[src/rtl/cpu_pkg.sv]
// Shared types and constants for the decode sink: FSM states, jump opcodes
// and the architectural link register index.
package cpu_pkg;

  typedef enum logic [1:0] {
    RUN,
    REDIR,
    SQUASH
  } sink_state_e;

  localparam logic [6:0] OPC_JAL  = 7'b1101111;
  localparam logic [6:0] OPC_JALR = 7'b1100111;
  localparam logic [4:0] LINK_REG = 5'd1;

endpackage

[src/rtl/jump_target_calc.sv]
// Combinational JAL/JALR target resolution: base select, add and word-align.
// is_ctl flags an opcode that can redirect fetch.
module jump_target_calc
  import cpu_pkg::*;
(
  input  logic [6:0]  opcode,
  input  logic [31:0] pc,
  input  logic [4:0]  rs1,
  input  logic [31:0] imm,
  input  logic [31:0] link,
  output logic        is_ctl,
  output logic [31:0] target
);

  logic [31:0] base;

  // NOTE: every output of a combinational block gets a default first, so
  // no path through the case can leave a value unassigned and infer a latch.
  always_comb begin
    base   = '0;
    is_ctl = 1'b0;
    case (opcode)
      OPC_JAL: begin
        is_ctl = 1'b1;
        base   = pc;
      end
      OPC_JALR: begin
        is_ctl = 1'b1;
        // Only x1 is shadowed; x0 and all other sources resolve to zero.
        base   = (rs1 == LINK_REG) ? link : '0;
      end
      default: ;
    endcase
  end

  assign target = (base + imm) & ~32'h3;

endmodule

[src/rtl/decode_sink.sv]
// Consumer end of the decoded-bundle interface: retires beats, redirects
// fetch on jumps, then squashes wrong-path beats. DECODE_SINK_STATS_EN adds counters.
module decode_sink
  import cpu_pkg::*;
#(
  parameter logic [31:0] PC_RESET      = 32'h0000_0000,
  parameter int unsigned SQUASH_CYCLES = 2
) (
  input  logic        clk,
  input  logic        rst,
  input  logic        dec_valid_i,
  output logic        dec_ready_o,
  input  logic [31:0] dec_pc_i,
  input  logic [31:0] dec_instr_i,
  input  logic [4:0]  dec_rs1_i,
  input  logic [4:0]  dec_rd_i,
  input  logic [31:0] dec_imm_i,
  input  logic        dec_is_jump_i,
  input  logic        stall_i,
  output logic        redir_valid_o,
  output logic [31:0] redir_target_o,
  output logic        retire_valid_o,
  output logic [31:0] retire_pc_o,
  output logic [31:0] retire_count_o
`ifdef DECODE_SINK_STATS_EN
  ,
  output logic [15:0] squash_count_o,
  output logic [15:0] redir_count_o
`endif
);

  localparam logic [3:0] SQUASH_LOAD = 4'(SQUASH_CYCLES);

  sink_state_e state_q, state_d;
  logic [3:0]  squash_cnt_q;
  logic [31:0] link_q;
  logic        is_ctl;
  logic [31:0] target;
  logic        accept;
  logic        run_accept;
  logic        unused_instr_bits;

  assign unused_instr_bits = ^dec_instr_i[31:7];

  jump_target_calc u_target (
    .opcode (dec_instr_i[6:0]),
    .pc     (dec_pc_i),
    .rs1    (dec_rs1_i),
    .imm    (dec_imm_i),
    .link   (link_q),
    .is_ctl (is_ctl),
    .target (target)
  );

  always_comb begin
    dec_ready_o = 1'b0;
    state_d     = state_q;
    case (state_q)
      RUN: begin
        dec_ready_o = !stall_i;
        if (dec_valid_i && !stall_i && dec_is_jump_i && is_ctl) state_d = REDIR;
      end
      REDIR:   state_d = SQUASH;
      SQUASH: begin
        dec_ready_o = 1'b1;
        if (squash_cnt_q <= 4'd1) state_d = RUN;
      end
      default: state_d = RUN;
    endcase
  end

  assign accept     = dec_valid_i && dec_ready_o;
  assign run_accept = accept && (state_q == RUN);

  // NOTE: sequential state uses non-blocking assignments so every flop
  // samples pre-edge values regardless of statement order.
  always_ff @(posedge clk or posedge rst) begin
    if (rst) begin
      state_q        <= RUN;
      redir_valid_o  <= 1'b0;
      redir_target_o <= '0;
      retire_valid_o <= 1'b0;
      retire_pc_o    <= '0;
      retire_count_o <= '0;
      link_q         <= PC_RESET;
      squash_cnt_q   <= '0;
    end else begin
      state_q        <= state_d;
      redir_valid_o  <= (state_d == REDIR);
      retire_valid_o <= run_accept;
      if (run_accept) begin
        retire_pc_o    <= dec_pc_i;
        retire_count_o <= retire_count_o + 32'd1;
        // The target above was computed from the old link value.
        if (dec_is_jump_i && dec_rd_i == LINK_REG) link_q <= dec_pc_i + 32'd4;
      end
      if (state_d == REDIR) redir_target_o <= target;
      if (state_q == REDIR)       squash_cnt_q <= SQUASH_LOAD;
      else if (state_q == SQUASH) squash_cnt_q <= squash_cnt_q - 4'd1;
    end
  end

`ifdef DECODE_SINK_STATS_EN
  always_ff @(posedge clk or posedge rst) begin
    if (rst) begin
      squash_count_o <= '0;
      redir_count_o  <= '0;
    end else begin
      if (accept && state_q == SQUASH && squash_count_o != 16'hFFFF)
        squash_count_o <= squash_count_o + 16'd1;
      if (state_q == REDIR && redir_count_o != 16'hFFFF)
        redir_count_o <= redir_count_o + 16'd1;
    end
  end
`endif

endmodule

[config.mk]
export PLATFORM = sky130hd
export DESIGN_NAME = decode_sink
export DESIGN_NICKNAME = d
export VERILOG_FILES = /design/src/rtl/cpu_pkg.sv /design/src/rtl/jump_target_calc.sv /design/src/rtl/decode_sink.sv
export SDC_FILE = /design/constraint.sdc
export NUM_CORES = 1
export LEC_CHECK = 0
export ABC_AREA = 1
export CAP_MARGIN = 40
export CORE_MARGIN = 2
export CORE_UTILIZATION = 40
export CTS_BUF_LIST = sky130_fd_sc_hd__clkbuf_2 sky130_fd_sc_hd__clkbuf_4 sky130_fd_sc_hd__clkbuf_8
export CTS_CLUSTER_SIZE = 14
export DETAILED_ROUTE_END_ITERATION = 6
export DONT_BUFFER_PORTS = 1
export GPL_ROUTABILITY_DRIVEN = 0
export HOLD_SLACK_MARGIN = 0.03
export SLEW_MARGIN = 5
export SYNTH_ARGS = -nofsm -noshare
export SYNTH_HDL_FRONTEND = slang
export SYNTH_HIERARCHICAL = 1
export SYNTH_SLANG_ARGS = --single-unit
[constraint.sdc]
create_clock -name clk -period 9.3 [get_ports clk]
set_input_delay 1.86 -clock clk [delete_from_list [all_inputs] [get_ports clk]]
set_output_delay 1.86 -clock clk [all_outputs]
set_load 0.01 [all_outputs]
# Yosys cells after proc, flatten, opt, wreduce, memory -nomap -nowiden
# Cells that the tools add are included.
[word_totals] regBits=134 latch_bits=0 ramBits=0 rom_bits=0 in_bits=111 output_inout_bits=99 elab_cells=40 memories=0
[op_classes] addsub=4 mul=0 n_div=0 order_cmp=1 eq_ne=7 shift=0 muxes=9 n_bitwise=0 reduce_logical=11
[ops] op="32-bit case mux with 2 select lines" count=1
[ops] op="32-bit by 1-bit adder with 32-bit output, second input constant" count=1
[ops] op="32-bit by 3-bit adder with 32-bit output, second input constant" count=1
[ops] op="32-bit adder" count=1
[ops] op="32-bit two-way mux" count=1
[ops] op="7-bit equality test, second input constant" count=2
[ops] op="5-bit by 1-bit equality test with 1-bit output, second input constant" count=2
[ops] op="4-bit two-way mux" count=2
[ops] op="1-bit logical AND" count=6
[ops] op="2-bit case mux with 3 select lines" count=1
[ops] op="2-bit by 1-bit equality test with 1-bit output, second input constant" count=2
[ops] op="4-bit by 1-bit <= comparator with 1-bit output, second input constant" count=1
[ops] op="2-bit two-way mux" count=2
[ops] op="4-bit by 1-bit subtractor with 4-bit output, second input constant" count=1
[ops] op="2-bit equality test, second input constant" count=1
[ops] op="2-bit logical NOT" count=1
[ops] op="1-bit case mux with 2 select lines" count=1
[ops] op="2-bit AND reduction" count=1
[ops] op="2-bit nonzero test" count=1
[ops] op="2-bit OR reduction" count=1
[ops] op="1-bit logical NOT" count=1
[ops] op="1-bit two-way mux" count=1

# Longest topological paths before layout
# Gate-level depths: netlist of the first run.
[logic_depth] ltp_word=7 mapped_depth=21 mapped_depth_nobuf=20

# Modules after synthesis
# Netlist of the first run, hierarchy kept.
[modules_own_cells] mod="decode_sink" instances=1 cells_per_inst=944 area_per_inst_um2=6962.9 seq_area_each_um2=3403.3
[modules_own_cells] mod="jump_target_calc" instances=1 cells_per_inst=413 area_per_inst_um2=2333.5 seq_area_each_um2=0.0

# Worst setup path before layout of the first run
# OpenSTA, ideal clock, no wires.
[synth_timing] kind="input-to-reg" from="in dec_instr_i[6]" to="reg redir_target_o[25]" setup_time_ps=117 arrival_time_ps=4153 required_time_ps=9183 slack_ps=5030 stages=18 n_path_buf=1 path_cell_list="nand2_1 > nor2_4 > nand3_2 > nor2_1 > clkbuf_1 > a32o_1 > ha_1 > a21oi_1 > o21ai_0 > a21oi_1 > inv_1 > a21oi_1 > o21ai_1 > nand2_1 > nand2_1 > xor2_1 > nand3_1 > nand2_1"
[synth_via] elab_cells_between_ends=10 cone_classes="add/sub (1); eq/ne (3); mux (4); reduce/logical (2)"
[synth_rtl] item="from (decl)" line_no="decode_sink.sv:14" source="input logic [31:0] dec_instr_i,"
[synth_rtl] item="7-bit equality test" line_no="jump_target_calc.sv:22" source="case (opcode)"
[synth_rtl] item="32-bit case mux with 2 select lines (*)" line_no="jump_target_calc.sv:22"
[synth_rtl] item="32-bit adder (*)" line_no="jump_target_calc.sv:36" source="assign target = (base + imm) & ~32'h3;"
[synth_rtl] item="named net target[25]" line_no="decode_sink.sv:38" source="logic [31:0] target;"
[synth_rtl] item="to (signal assigned)" line_no="decode_sink.sv:97" source="if (state_d == REDIR) redir_target_o <= target;"
[synth_rtl] item="to (decl)" line_no="decode_sink.sv:21" source="output logic [31:0] redir_target_o,"
# The timed path passes the listed nets; every way through them passes the cells marked *.
# A chain may end at the register's enable or synchronous reset.

# Worst setup path after layout of the first run
# Ends and elaborated chain as after synthesis.

==> reports/metrics.yaml, run 1 <==
drt-initial-drc-count: 651
row_count: 55
criticalPathCategory: "input port to flip-flop"
max_stage_delay_ns: 0.36
path_clk_slew_ns: 0.09
cp_data_arrival_time_ns: 4.95
drive_gt1_frac: 0.0500
p_leak_nw: 5.11
hold_depth: 2
end_kind: "flip-flop"
final.min_clock_period_ns: 4.56
dp_hpwl_microns: 21300
maxUsedRoutingLayer: "met4"
worst_path_dominant_cell_family: "compound AO/OA/AOI/OAI gates"
final_common_cell: "nand2_1"
cts_max_level: 4
utilization: 0.440
critPathBufInv: 3
rsz0062_at_grt: "no"
dp_worst_setup_slack_ns: 4.32
start_util: 0.409
fin_tns_setup_ns: 0
tightestPinTransition_ns: 0.922
synthesis.instances: 1357
synth_edf_count: 0
vias: 8535
grt_max_degree: 74
clock_latency_ns: 0.46
ff2ff_path_depth: 9
numCtsBuffers: 17
final_cell_mix: "523 x nand2_1, 150 x nor2_1, 136 x dfrtp_1, 122 x inv_1, 91 x nand3_1"
viasPerCell: 5.19
fmax_ghz: 0.219
path_common_cell: "nand2_1"
antenna_found_initial: 0
portBuffers: 0
grt_pass1_vias: 8221
hold_buffers: 0
cts_tree: "yes"
syn_area_sq_um: 9300
clockRootBuffer: "clkbuf_8"
maxSlewHeadroom: 0.384
die_w_microns: 156
ys_ff_latch: 136
drc: 0
wl_met1_microns: 11800
cap_viol_max_count: 0
required_ns: 9.69
dr.pass1.iters: 5
grt_overflow: 0
ys_warn_count: 6
cp.depth: 19
slowest_stage: "buf_4"
ys_seq_area_frac: 0.366
cts_setup_buffers: 0
synth_ff_type: "dfrtp_1"
die_h_microns: 156
nets: 1497
synthArstFlopShare: 1.00
clk_path_buf_depth: 2
setup_viol: 0
ios: 210
multiInputGateArea_sq_um: 5240
avgSynthCellArea_sq_um: 6.85
cts.repair.resized: 0
diodes: 0
core_sq_um: 22700
cp-start-kind: "input port"
clock_sinks: 136
peakVddDrop_mv: 0.0835
finalMaxSlewViolations: 0
grt_usage: 0.231
met3_length_microns: 2190
grt_pass1_wl_microns: 43900
setup_slack_ns: 4.74
hold_viol: 0
synth_cell_types: 42
worst-path-max-fanout: 34
hold_class: "flip-flop to flip-flop"
syn_to_final_growth_pct: 7.56
routed-wl-met2_microns: 13200
status: "complete, no violations"
worstPathCellList: "nand2_1, nor2_4, buf_12, nand3_2, nor2_2, buf_4, a32o_1, ha_1, a21oi_1, o21ai_0, a21oi_1, inv_1, a21oi_1, o21ai_1, nand2_1, nand2_1, xor2_1, nand3_1, nand2_1"
period_share: 0.490
antenna_left: 0
route.final.wire_length_microns: 27600
dieArea_sq_um: 24500
timing.clock.skew_ns: 0.0142
regArea_sq_um: 3400
wl_per_cell_microns: 16.8
pwr_density_cell_nw_per_um2: 187
fillers: 2413
## final timing paths
kind,startpoint,end,slack [ns]
min in group asynchronous,rst,state_q[1],1.38
max in group asynchronous,rst,link_q[4],6.85
max,dec_instr_i[6],redir_target_o[25],4.74
min reg2reg,link_q[3],link_q[3],0.48
min,link_q[3],link_q[3],0.48
max reg2reg,state_q[1],link_q[6],6.61
## worst register-to-register path: stages (launching register included)
cell     delay [ns]
dfrtp_1        0.44
inv_1          0.10
ha_1           0.25
nand2_2        0.09
nand2_4        0.10
nand2_4        0.39
nor2_8         0.55
inv_2          0.40
nand2_1        0.14
o21ai_0        0.09
## cells by family (layout without fill, tap and decap cells)
kind of cell / after synthesis / count (layout) / share of synthesized area
compound gates: 152 / 152 / 0.104
xor+xnor: 41 / 41 / 0.0386
fa+ha+maj: 38 / 38 / 0.0511
buf+inv: 162 / 164 / 0.0721
flops: 136 / 136 / 0.366
other cells: 1 / 2 / 0.000403
simple gates: 827 / 827 / 0.368
## cell usage after synthesis, types with 2 or more instances
library cell  instances  area [sq um]
o21ai_2               2          17.5
buf_2                19          95.1
dfrtp_1             136          3400
o21a_1                6          45.0
nand4_1              17           106
a21oi_1              39           195
nand3_1              91           455
and2_1                2          12.5
nand2_1             523          1960
nor2_2                4          25.0
clkbuf_1              9          33.8
buf_4                 2          15.0
nand2_2              10          62.6
ha_1                 38           475
inv_2                 3          11.3
o21bai_1              2          15.0
nor2_1              152           571
a32o_1               31           310
o21ai_0              57           285
and3_1                4          25.0
nor2_4                4          45.0
inv_1               123           462
nor3_1                8          40.0
nand2_4               2          22.5
nor4_1                2          12.5
buf_6                 4          45.0
a31oi_1               6          37.5
nand3b_1              5          37.5
xnor2_1               6          52.6
xor2_1               35           307
o21ai_1               4          20.0
## stage by stage
| stage | power (mW) | hold slack (ns) | area (sq um) | cells |
|---|---|---|---|---|
| 4_1_cts | 1.90 | 0.486 | 10000 | 1645 |
| 5_1_grt | 2.00 | 0.513 | 10000 | 1645 |
| 2_1_floorplan | 1.22 | 0.442 | 9300 | 1358 |
| 3_3_place_gp | 1.31 | 0.460 | 9510 | 1612 |
| 6_report | 1.87 | 0.479 | 10000 | 1645 |
| 3_5_place_dp | 1.32 | 0.467 | 9550 | 1614 |
## sequential cells by signal, indices dropped and copies added, names as in the netlist
name            cells
link_q             32
redir_target_o     32
retire_count_o     32
retire_pc_o        32
squash_cnt_q        4
state_q             2
redir_valid_o       1
retire_valid_o      1
## layout make-up
| class | count | share of cell area |
|---|---|---|
| clock inverters | 14 | 0.0213 |
| well taps | 285 | 0.0357 |
| repair buffers | 5 | 0.00701 |
| flip-flops and latches | 136 | 0.340 |
| inverters | 128 | 0.0487 |
| multi-input cells | 1060 | 0.524 |
| clock buffers | 17 | 0.0234 |
## routing by layer
layer | up-vias | track usage
met5 | - | 0
met4 | 0 | 0.0664
met3 | 31 | 0.0728
met2 | 230 | 0.387
met1 | 3914 | 0.285
li1 | 4360 | -
## power breakdown
| group | total (mW) | switching (mW) | internal, mW | leakage (nW) |
|---|---|---|---|---|
| sequential | 0.953 | 0.196 | 0.757 | 1.79 |
| clock | 0.569 | 0.269 | 0.300 | 0.226 |
| combinational | 0.351 | 0.230 | 0.120 | 3.09 |
No activity file was read; power rests on OpenSTA's default activity.
==> run 2: changes to the inputs <==
clock period = 4.5 ns   (was 9.3 ns; I/O delays follow)
==> reports/metrics.yaml, run 2 (synthesis gave the netlist of run 1 again) <==
status: "complete, no violations"
grt_max_degree: 72  # -2.7%
cp-start-kind: "input port"
fillers: 2391  # -0.91%
wl_per_cell_microns: 16.9  # +0.65%
numCtsBuffers: 17  # unchanged
drc: 0  # unchanged
hold_buffers: 0  # unchanged
instances_no_fill: 1648  # +0.18%
clock_latency_ns: 0.46  # about the same
cap_viol_max_count: 0  # unchanged
viasPerCell: 5.19  # about the same
core_sq_um: 22700  # unchanged
antenna_left: 0  # unchanged
hold_viol: 0  # unchanged
fmax_ghz: 0.300
seqPwrFrac: 0.515  # +0.006
path_clk_slew_ns: 0.10  # about the same
hold_slack_ns: 0.389  # -0.0900 ns
utilization: 0.439  # -0.00116
p_int_mw: 2.37  # +100%
grt_pass1_vias: 8258  # +0.45%
p_comb_frac: 0.191  # +0.004
hold_class: "input port to async pin"
end_kind: "flip-flop"
cts.repair.resized: 0  # unchanged
grt_overflow: 0  # unchanged
grt_pass1_wl_microns: 43800  # -0.11%
vias: 8553  # +0.21%
drt-initial-drc-count: 502  # -23%
clock_sinks: 136  # unchanged
swShare: 0.379  # +0.00791
maxSlewHeadroom: 0.471  # +0.0872
dieArea_sq_um: 24500  # unchanged
cts_tree: "yes"
cts_max_level: 4  # unchanged
setup_viol: 0  # unchanged
antenna_found_initial: 0  # unchanged
final.min_clock_period_ns: 3.34
row_count: 55  # unchanged
worst-path-max-fanout: 31  # -8.8%
finalMaxSlewViolations: 0  # unchanged
cts_setup_buffers: 0  # unchanged
net-switching-power_mw: 1.45  # +110%
nets: 1500  # +0.20%
required_ns: 4.91  # -4.78 ns
finalPower_mw: 3.82  # +100%
final_common_cell: "nand2_1"
rsz0062_at_grt: "no"
peakVddDrop_mv: 0.216  # +160%
pwr_density_cell_nw_per_um2: 383  # +100%
syn_to_final_growth_pct: 7.28
p_leak_nw: 5.10  # -0.21%
grt_usage: 0.231  # +0.000232
dp_cells: 1617  # +0.19%
multiInputGateArea_sq_um: 5230  # about the same
clk_path_buf_depth: 2  # unchanged
tightestPinTransition_ns: 0.793  # -0.129 ns
diodes: 0  # unchanged
period_share: 0.742
dr.pass1.iters: 5  # unchanged
timing.clock.skew_ns: 0.0181  # +0.00393 ns
drive_gt1_frac: 0.0521  # +0.00209
power_frac_clock: 0.294  # -0.010
dp_hpwl_microns: 21600  # +1.6%
die_h_microns: 156  # unchanged
regArea_sq_um: 3400  # unchanged
route.final.wire_length_microns: 27900  # +0.83%
criticalPathCategory: "input port to flip-flop"
final_cell_mix: "523 x nand2_1, 150 x nor2_1, 136 x dfrtp_1, 122 x inv_1, 91 x nand3_1"
cp_data_arrival_time_ns: 3.74  # -1.21 ns
fin_tns_setup_ns: 0  # unchanged
start_util: 0.409  # unchanged
portBuffers: 0  # unchanged
ios: 210  # unchanged
die_w_microns: 156  # unchanged
clockRootBuffer: "clkbuf_8"
-- run 2: through the flow --
step | area [sq um] | worst slack, ns
finish | 9970 | 1.16
global route | 9970 | 1.00
CTS | 9970 | 1.24
detailed placement | 9550 | 0.763
global placement | 9550 | 0.795
floorplan | 9300 | 1.19
-- run 2: cell type report --
type | count | area share
Tap cell | 285 | 0.0358
Multi-Input combinational cell | 1060 | 0.525
Clock buffer | 17 | 0.0235
Sequential cell | 136 | 0.341
Timing Repair Buffer | 8 | 0.00728
Clock inverter | 14 | 0.0191
Inverter | 128 | 0.0487
-- run 2: worst max-delay path, cell delays in order --
cell	delay, ns
inv_1	0.02
nor2_1	0.11
nand3_1	0.16
nor2_2	0.14
buf_4	0.35
a32o_1	0.26
ha_1	0.30
a21oi_1	0.23
o21ai_0	0.16
a21oi_1	0.23
inv_1	0.06
a21oi_1	0.12
o21ai_1	0.17
nand2_1	0.10
nand2_1	0.07
xor2_1	0.19
nand3_1	0.10
nand2_1	0.08
-- run 2: worst paths after layout --
kind / from / end / slack [ns] / depth (start not counted)
worst min-delay path: rst / retire_count_o[4] / 0.39 / 1
worst max register to register: state_q[1] / link_q[2] / 1.81 / 9
max in group asynchronous: rst / retire_pc_o[6] / 3.14 / 2
worst min register to register: link_q[3] / link_q[3] / 0.49 / 2
worst max-delay path: dec_rs1_i[0] / redir_target_o[25] / 1.16 / 18
min in group clk: link_q[3] / link_q[3] / 0.49 / 2
-- run 2: routing by layer --
layer | up-vias | GRT usage | routed length (microns)
met2 | 236 | 0.396 | 13300
met1 | 3927 | 0.277 | 11800
li1 | 4361 | - | -
met4 | 0 | 0.0677 | 525
met5 | - | 0 | 0
met3 | 29 | 0.0731 | 2210
-- run 2: power by group through the flow --
stage,clock (mW),combinational (mW),sequential (mW)
after floorplan,0,0.615,1.90
after global placement,0,0.719,2.00
after detailed placement,0,0.742,2.00
after CTS,1.15,0.745,1.98
after global routing,1.21,0.865,2.01
final,1.13,0.731,1.97
